## config.mk

```make
export PLATFORM = sky130hd
export DESIGN_NAME = mem_port_arbiter
export DESIGN_NICKNAME = d
export VERILOG_FILES = /design/src/rtl/mem_arb_pkg.sv /design/src/rtl/mem_arb_priority.sv /design/src/rtl/mem_port_arbiter.sv
export SDC_FILE = /design/constraint.sdc
export NUM_CORES = 1
export LEC_CHECK = 0
export ABC_AREA = 1
export CORE_UTILIZATION = 42
export CTS_BUF_LIST = sky130_fd_sc_hd__clkbuf_8
export CTS_CLUSTER_DIAMETER = 200
export CTS_CLUSTER_SIZE = 12
export DETAILED_ROUTE_END_ITERATION = 12
export PLACE_DENSITY = 0.82
export SLEW_MARGIN = 10
export SYNTH_ARGS = -nofsm -noshare
export SYNTH_HDL_FRONTEND = slang
export SYNTH_SLANG_ARGS = --single-unit
```

## constraint.sdc

```tcl
create_clock -name i_clk -period 2.28 [get_ports i_clk]
set_input_delay 0.684 -clock i_clk [delete_from_list [all_inputs] [get_ports i_clk]]
set_output_delay 0.684 -clock i_clk [all_outputs]
set_load 0.01 [all_outputs]
```

## src/rtl/mem_arb_pkg.sv

```systemverilog
// Shared types for the IF/DM memory port arbiter: FSM states, owner tags,
// the latched request payload and the starvation counter width.
package mem_arb_pkg;

    localparam int MEM_ARB_ADDR_W = 32;
    localparam int MEM_ARB_DATA_W = 32;
    localparam int MEM_ARB_BE_W   = MEM_ARB_DATA_W / 8;
    localparam int STARVE_CNT_W   = 4;

    typedef enum logic [1:0] {
        ST_IDLE = 2'd0,
        ST_REQ  = 2'd1,
        ST_RESP = 2'd2
    } state_e;

    typedef enum logic [1:0] {
        OWN_NONE = 2'd0,
        OWN_IF   = 2'd1,
        OWN_DM   = 2'd2
    } owner_e;

    typedef struct packed {
        logic                      we;
        logic [MEM_ARB_ADDR_W-1:0] addr;
        logic [MEM_ARB_DATA_W-1:0] wdata;
        logic [MEM_ARB_BE_W-1:0]   be;
    } mem_req_t;

endpackage

```

## src/rtl/mem_arb_priority.sv

```systemverilog
// Winner select between IF and DM: DM has priority, IF is forced through once
// STARVE_LIMIT consecutive DM grants have happened while IF was waiting.
module mem_arb_priority
    import mem_arb_pkg::*;
#(
    parameter int STARVE_LIMIT = 4
) (
    input  logic i_clk,
    input  logic i_reset,
    input  logic i_if_valid,
    input  logic i_dm_valid,
    input  logic i_idle,
    output logic o_grant_if,
    output logic o_grant_dm
);

    localparam logic [STARVE_CNT_W-1:0] LIMIT = STARVE_CNT_W'(STARVE_LIMIT);

    logic [STARVE_CNT_W-1:0] starve_q;
    logic [STARVE_CNT_W-1:0] starve_d;
    logic                    starved_s;

    // Grant decision and next starvation count.
    always_comb begin
        starved_s  = (starve_q == LIMIT);
        o_grant_if = i_idle && i_if_valid && (!i_dm_valid || starved_s);
        o_grant_dm = i_idle && i_dm_valid && !(i_if_valid && starved_s);
        starve_d   = starve_q;
        if (!i_if_valid || o_grant_if) begin
            starve_d = {STARVE_CNT_W{1'b0}};
        end else if (o_grant_dm && !starved_s) begin
            starve_d = starve_q + {{(STARVE_CNT_W-1){1'b0}}, 1'b1};
        end else begin
            starve_d = starve_q;
        end
    end

    // Starvation counter register.
    always_ff @(posedge i_clk) begin
        if (i_reset) begin
            starve_q <= {STARVE_CNT_W{1'b0}};
        end else begin
            starve_q <= starve_d;
        end
    end

endmodule

```

## src/rtl/mem_port_arbiter.sv

```systemverilog
// Shares one memory port between instruction fetch and data load/store, one
// transaction at a time. Define MEM_ARB_TIMEOUT_EN to add a response watchdog.
module mem_port_arbiter
    import mem_arb_pkg::*;
#(
    parameter int DATA_WIDTH     = MEM_ARB_DATA_W,
    parameter int ADDR_WIDTH     = MEM_ARB_ADDR_W,
    parameter int STARVE_LIMIT   = 4,
    parameter int TIMEOUT_CYCLES = 64
) (
    input  logic                    i_clk,
    input  logic                    i_reset,
    input  logic                    i_if_req_valid,
    input  logic [ADDR_WIDTH-1:0]   i_if_req_addr,
    output logic                    o_if_req_ready,
    output logic                    o_if_rsp_valid,
    output logic [DATA_WIDTH-1:0]   o_if_rsp_data,
    output logic                    o_if_rsp_err,
    input  logic                    i_dm_req_valid,
    input  logic                    i_dm_req_we,
    input  logic [ADDR_WIDTH-1:0]   i_dm_req_addr,
    input  logic [DATA_WIDTH-1:0]   i_dm_req_wdata,
    input  logic [DATA_WIDTH/8-1:0] i_dm_req_be,
    output logic                    o_dm_req_ready,
    output logic                    o_dm_rsp_valid,
    output logic [DATA_WIDTH-1:0]   o_dm_rsp_rdata,
    output logic                    o_dm_rsp_err,
    output logic                    o_mem_req_valid,
    input  logic                    i_mem_req_ready,
    output logic                    o_mem_req_we,
    output logic [ADDR_WIDTH-1:0]   o_mem_req_addr,
    output logic [DATA_WIDTH-1:0]   o_mem_req_wdata,
    output logic [DATA_WIDTH/8-1:0] o_mem_req_be,
    input  logic                    i_mem_rsp_valid,
    input  logic [DATA_WIDTH-1:0]   i_mem_rsp_rdata,
    output logic                    o_stall
);

    state_e                  state_q;
    owner_e                  owner_q;
    mem_req_t                req_q;
    logic                    mem_req_valid_q;
    logic                    if_rsp_valid_q;
    logic                    dm_rsp_valid_q;
    logic [DATA_WIDTH-1:0]   if_rsp_data_q;
    logic [DATA_WIDTH-1:0]   dm_rsp_rdata_q;
    logic                    idle_s;
    logic                    grant_if_s;
    logic                    grant_dm_s;
    logic                    stall_s;

`ifdef MEM_ARB_TIMEOUT_EN
    localparam int TMO_W = $clog2(TIMEOUT_CYCLES + 1);
    localparam logic [TMO_W-1:0] TMO_LAST = TMO_W'(TIMEOUT_CYCLES - 1);
    logic [TMO_W-1:0] tmo_q;
    logic             tmo_expire_s;
    logic             if_rsp_err_q;
    logic             dm_rsp_err_q;
    assign tmo_expire_s = (tmo_q == TMO_LAST);
    assign o_if_rsp_err = if_rsp_err_q;
    assign o_dm_rsp_err = dm_rsp_err_q;
`else
    assign o_if_rsp_err = 1'b0;
    assign o_dm_rsp_err = 1'b0;
`endif

    assign idle_s = (state_q == ST_IDLE) && !i_reset;

    mem_arb_priority #(
        .STARVE_LIMIT (STARVE_LIMIT)
    ) u_priority (
        .i_clk      (i_clk),
        .i_reset    (i_reset),
        .i_if_valid (i_if_req_valid),
        .i_dm_valid (i_dm_req_valid),
        .i_idle     (idle_s),
        .o_grant_if (grant_if_s),
        .o_grant_dm (grant_dm_s)
    );

    // Ready and stall follow the live request lines, so they stay combinational.
    always_comb begin
        o_if_req_ready = grant_if_s;
        o_dm_req_ready = grant_dm_s;
        stall_s = (i_if_req_valid && !grant_if_s) ||
                  (i_dm_req_valid && !grant_dm_s) ||
                  (state_q != ST_IDLE);
        o_stall = stall_s && !i_reset;
    end

    // Transaction FSM with registered memory payload and response pulses.
    always_ff @(posedge i_clk) begin
        if (i_reset) begin
            state_q         <= ST_IDLE;
            owner_q         <= OWN_NONE;
            req_q           <= '0;
            mem_req_valid_q <= 1'b0;
            if_rsp_valid_q  <= 1'b0;
            dm_rsp_valid_q  <= 1'b0;
            if_rsp_data_q   <= {DATA_WIDTH{1'b0}};
            dm_rsp_rdata_q  <= {DATA_WIDTH{1'b0}};
`ifdef MEM_ARB_TIMEOUT_EN
            tmo_q           <= {TMO_W{1'b0}};
            if_rsp_err_q    <= 1'b0;
            dm_rsp_err_q    <= 1'b0;
`endif
        end else begin
            if_rsp_valid_q <= 1'b0;
            dm_rsp_valid_q <= 1'b0;
`ifdef MEM_ARB_TIMEOUT_EN
            if_rsp_err_q   <= 1'b0;
            dm_rsp_err_q   <= 1'b0;
            tmo_q          <= (state_q == ST_IDLE) ? {TMO_W{1'b0}} : tmo_q + {{(TMO_W-1){1'b0}}, 1'b1};
`endif
            case (state_q)
                ST_IDLE: begin
                    if (grant_dm_s) begin
                        req_q.we        <= i_dm_req_we;
                        req_q.addr      <= MEM_ARB_ADDR_W'(i_dm_req_addr);
                        req_q.wdata     <= MEM_ARB_DATA_W'(i_dm_req_wdata);
                        req_q.be        <= MEM_ARB_BE_W'(i_dm_req_be);
                        owner_q         <= OWN_DM;
                        mem_req_valid_q <= 1'b1;
                        state_q         <= ST_REQ;
                    end else if (grant_if_s) begin
                        req_q.we        <= 1'b0;
                        req_q.addr      <= MEM_ARB_ADDR_W'(i_if_req_addr);
                        req_q.wdata     <= {MEM_ARB_DATA_W{1'b0}};
                        req_q.be        <= {MEM_ARB_BE_W{1'b1}};
                        owner_q         <= OWN_IF;
                        mem_req_valid_q <= 1'b1;
                        state_q         <= ST_REQ;
                    end
                end
                ST_REQ: begin
                    if (i_mem_req_ready) begin
                        mem_req_valid_q <= 1'b0;
                        state_q         <= ST_RESP;
                    end
`ifdef MEM_ARB_TIMEOUT_EN
                    else if (tmo_expire_s) begin
                        mem_req_valid_q <= 1'b0;
                        state_q         <= ST_IDLE;
                        owner_q         <= OWN_NONE;
                        if_rsp_valid_q  <= (owner_q == OWN_IF);
                        if_rsp_err_q    <= (owner_q == OWN_IF);
                        dm_rsp_valid_q  <= (owner_q == OWN_DM);
                        dm_rsp_err_q    <= (owner_q == OWN_DM);
                        if_rsp_data_q   <= {DATA_WIDTH{1'b0}};
                        dm_rsp_rdata_q  <= {DATA_WIDTH{1'b0}};
                    end
`endif
                end
                ST_RESP: begin
                    if (i_mem_rsp_valid) begin
                        state_q <= ST_IDLE;
                        owner_q <= OWN_NONE;
                        if (owner_q == OWN_IF) begin
                            if_rsp_valid_q <= 1'b1;
                            if_rsp_data_q  <= i_mem_rsp_rdata;
                        end else if (owner_q == OWN_DM) begin
                            dm_rsp_valid_q <= 1'b1;
                            // Store acks carry no data.
                            dm_rsp_rdata_q <= req_q.we ? {DATA_WIDTH{1'b0}} : i_mem_rsp_rdata;
                        end
                    end
`ifdef MEM_ARB_TIMEOUT_EN
                    else if (tmo_expire_s) begin
                        state_q        <= ST_IDLE;
                        owner_q        <= OWN_NONE;
                        if_rsp_valid_q <= (owner_q == OWN_IF);
                        if_rsp_err_q   <= (owner_q == OWN_IF);
                        dm_rsp_valid_q <= (owner_q == OWN_DM);
                        dm_rsp_err_q   <= (owner_q == OWN_DM);
                        if_rsp_data_q  <= {DATA_WIDTH{1'b0}};
                        dm_rsp_rdata_q <= {DATA_WIDTH{1'b0}};
                    end
`endif
                end
                default: begin
                    state_q         <= ST_IDLE;
                    owner_q         <= OWN_NONE;
                    mem_req_valid_q <= 1'b0;
                end
            endcase
        end
    end

    assign o_mem_req_valid = mem_req_valid_q;
    assign o_mem_req_we    = req_q.we;
    assign o_mem_req_addr  = ADDR_WIDTH'(req_q.addr);
    assign o_mem_req_wdata = DATA_WIDTH'(req_q.wdata);
    assign o_mem_req_be    = (DATA_WIDTH/8)'(req_q.be);
    assign o_if_rsp_valid  = if_rsp_valid_q;
    assign o_if_rsp_data   = if_rsp_data_q;
    assign o_dm_rsp_valid  = dm_rsp_valid_q;
    assign o_dm_rsp_rdata  = dm_rsp_rdata_q;

endmodule

```

==> key figures <==
Final layout
  • Fillcell total: 1135
  • Most frequent cells in the layout: clkdlybuf4s50_1 (271), nand2_1 (186), dfxtp_1 (142)
  • Post-route cell area: 9360 um2
  • Reg area: 2890 um2
  • Area of the multi-input gates: 2400 um2
  • Final net count: 1226
  • Share of cells above drive strength 1: 7.83%
  • Commonest non-fill, non-tap cell in the layout: clkdlybuf4s50_1
  • Area grow syn2layout: 59.4%

Floorplanning
  • FP Rows: 42
  • Die Y: 120 um
  • I/O pins: 280
  • Die Span X: 120 um
  • DIE AREA: 14500 um2
  • Core box area: 13500 um2
  • Initial Util: 43.6%

Detailed routing
  • DRC: 0
  • Average via count per standard cell: 4.83
  • Drt pass-1 iters: 5
  • Via Count: 6161
  • Detail Route Antenna Nets: 0
  • Drt wl/cell: 14.0 um
  • Routed Wire Length: 17.8 mm
  • Iter 0 DRT Violations: 439

CTS
  • Clk pin slew, worst setup/hold paths: 0.08 ns
  • CTS sink cnt: 144
  • CTS Buf Count: 17
  • TritonCTS clock tree: done
  • Maximum clock insertion buffer count: 2
  • H-tree depth: 4
  • Clock latency on the worst-skew pair: 0.45 ns
  • Root Driver: clkbuf_8

Timing
  • Sum Neg Setup Slack: 0 ns
  • Slew Limit Headroom: 38.5%
  • Final hold violation count: 0
  • Final Skew: 0.0107 ns
  • Fmax: 0.446 GHz
  • Min Tclk post-route: 2.24 ns
  • Final Max Slew Viols: 0
  • Setup violators final: 0
  • Final WS setup: 0.0400 ns
  • Unrepaired setup endpoints after global routing: yes
  • Worst-Margin Slew: 0.923 ns
  • Final Cycle Share: 98.2%

Worst setup path
  • Setup crit end kind: output port
  • Most frequent CP cell: nand2_1
  • CP max FO: 4
  • Cell at the slowest stage of the critical path: clkdlybuf4s15_2
  • Type of origin of the critical path: input pin
  • Setup CP Type: input pin to output port
  • Critical Path AT: 1.56 ns
  • WP buf/inv: 4
  • CP Cell Sequence: clkdlybuf4s15_2 -> inv_2 -> nand3_2 -> inv_2 -> nand2_4 -> nand2_1 -> nand2_1 -> nand2_1 -> nand2_2 -> buf_6
  • Largest stage delay on the critical path: 0.21 ns
  • Worst Path Required: 1.60 ns
  • Crit-path leading delay family: buffers and inverters

Global routing
  • Grt ovf: 0
  • Vias in the first global route: 5754
  • GRT Overall Usage: 25.0%
  • Global-route wire length before repair: 28.1 mm
  • Pin count of the biggest net entering global routing: 104
  • Initial antenna violation count: 1

Logic synthesis
  • Register area share after synthesis: 49.1%
  • Synth cell types: 27
  • Synthesized area: 5870 um2
  • Top cell type's share of synthesized area: 49.1%
  • Synth area leader: dfxtp_1
  • FF+latch count, synth: 144
  • Synthesized instance count: 812
  • Post-synthesis area per instance: 7.23 um2
  • Yosys warnings: 0
  • Area contributors post-synth: dfxtp_1 (49%), nand2_1 (12%), nand3_1 (8.9%)

Place
  • Final GP Congestion: 0.798
  • Post-Place Worst Slack: -0.771 ns
  • Placed Area: 8870 um2
  • Hpwl dp: 12.6 mm
  • Port bufs: 277

Outcome
  • Status: completed

Power
  • Max VDD drop: 0.314 mV
  • Leak: 4.07 nW
  • Design Power: 6.45 mW
  • Power Density: 689 nW/um2

Hold path
  • Hold Path Class: flip-flop to flip-flop

Flow run
  • Max Cap Viol: 0
[tightest hold or removal path, cell delays in order, from the launching register on]
cell     delay (ns)
dfxtp_1        0.31
nand2_1        0.06
a21oi_1        0.05
[stage by stage]
step | std cells | util (%) | hold WS (ns)
final | 1275 | 69.5 | 0.463
after global routing | 1275 | 69.5 | 0.478
after CTS | 1273 | 69.4 | 0.465
after detailed placement | 1240 | 65.9 | 0.453
after global placement | 1240 | 65.9 | 0.450
after floorplan | 813 | - | 0.441
[power breakdown]
| group | internal, mW | switching (mW) |
|---|---|---|
| Clock | 1.26 | 0.950 |
| Sequential | 2.69 | 0.0879 |
| Combinational | 0.753 | 0.709 |
[Yosys cell counts (all sizes together)]
cell type  instances
xor2               2
nand3b             1
o21ai            101
nand4              2
nand2            190
inv               86
conb               1
a21oi             38
nand3            106
ha                 2
buf               28
dfxtp            144
clkbuf            27
nor2b              1
nor2              83
[flip-flops by register name, indices dropped and copies added (netlist names)]
name / cells
o_mem_req_wdata: 32
o_mem_req_addr: 32
o_if_rsp_data: 32
o_mem_req_be: 4
o_dm_rsp_rdata: 32
o_mem_req_valid: 1
o_dm_rsp_valid: 1
o_mem_req_we: 1
o_if_rsp_valid: 1
owner_q: 2
state_q: 2
u_priority.starve_q: 4
[cell type report]
type                       count  share of cell area, %
timing repair buffer         308                   32.9
sequential                   144                   30.8
multi-input combinational    528                   25.7
inverter                      86                   3.45
clock buffer                  23                   3.38
tap                          176                   2.35
clock inverter                 9                   1.36
antenna                        1                 0.0267
[logic make-up after synthesis]
group	count (synthesis)	share of synthesized area (%)
AND/OR/NAND/NOR	383	27.8
flip-flops	144	49.1
XOR/XNOR	2	0.298
adder cells (fa/ha/maj)	2	0.426
AO/OA/AOI/OAI	139	11.9
other	1	0.0639
buffers and inverters	141	10.5
[path summary, 6_finish.rpt]
kind | slack [ns] | depth (start not counted) | start | endpoint
max reg2reg | 0.69 | 8 | state_q[0] | owner_q[0]
min | 0.46 | 2 | o_mem_req_wdata[8] | o_mem_req_wdata[8]
max | 0.04 | 10 | i_reset | o_stall
min reg2reg | 0.46 | 2 | o_mem_req_wdata[8] | o_mem_req_wdata[8]
[metal layers]
metal  up-vias  GRT usage [%]  share of wire (%)
met4         0           9.10                1.8
met3        21           8.40                8.6
met1      2783           28.2                 41
li1       3114              -                  -
met5         -              0                  0
met2       243           43.6                 49
[what timing repair did]
item / CTS / global route
pin swaps: 3 / 6
setup buffers: 1 / 1
gates resized for setup: 26 / 6
hold buffers: 0 / 0
endpoints found under the hold margin: 0 / 0
setup endpoints to repair: 5 / 3
Note: power is estimated with default switching activity, not from simulation.
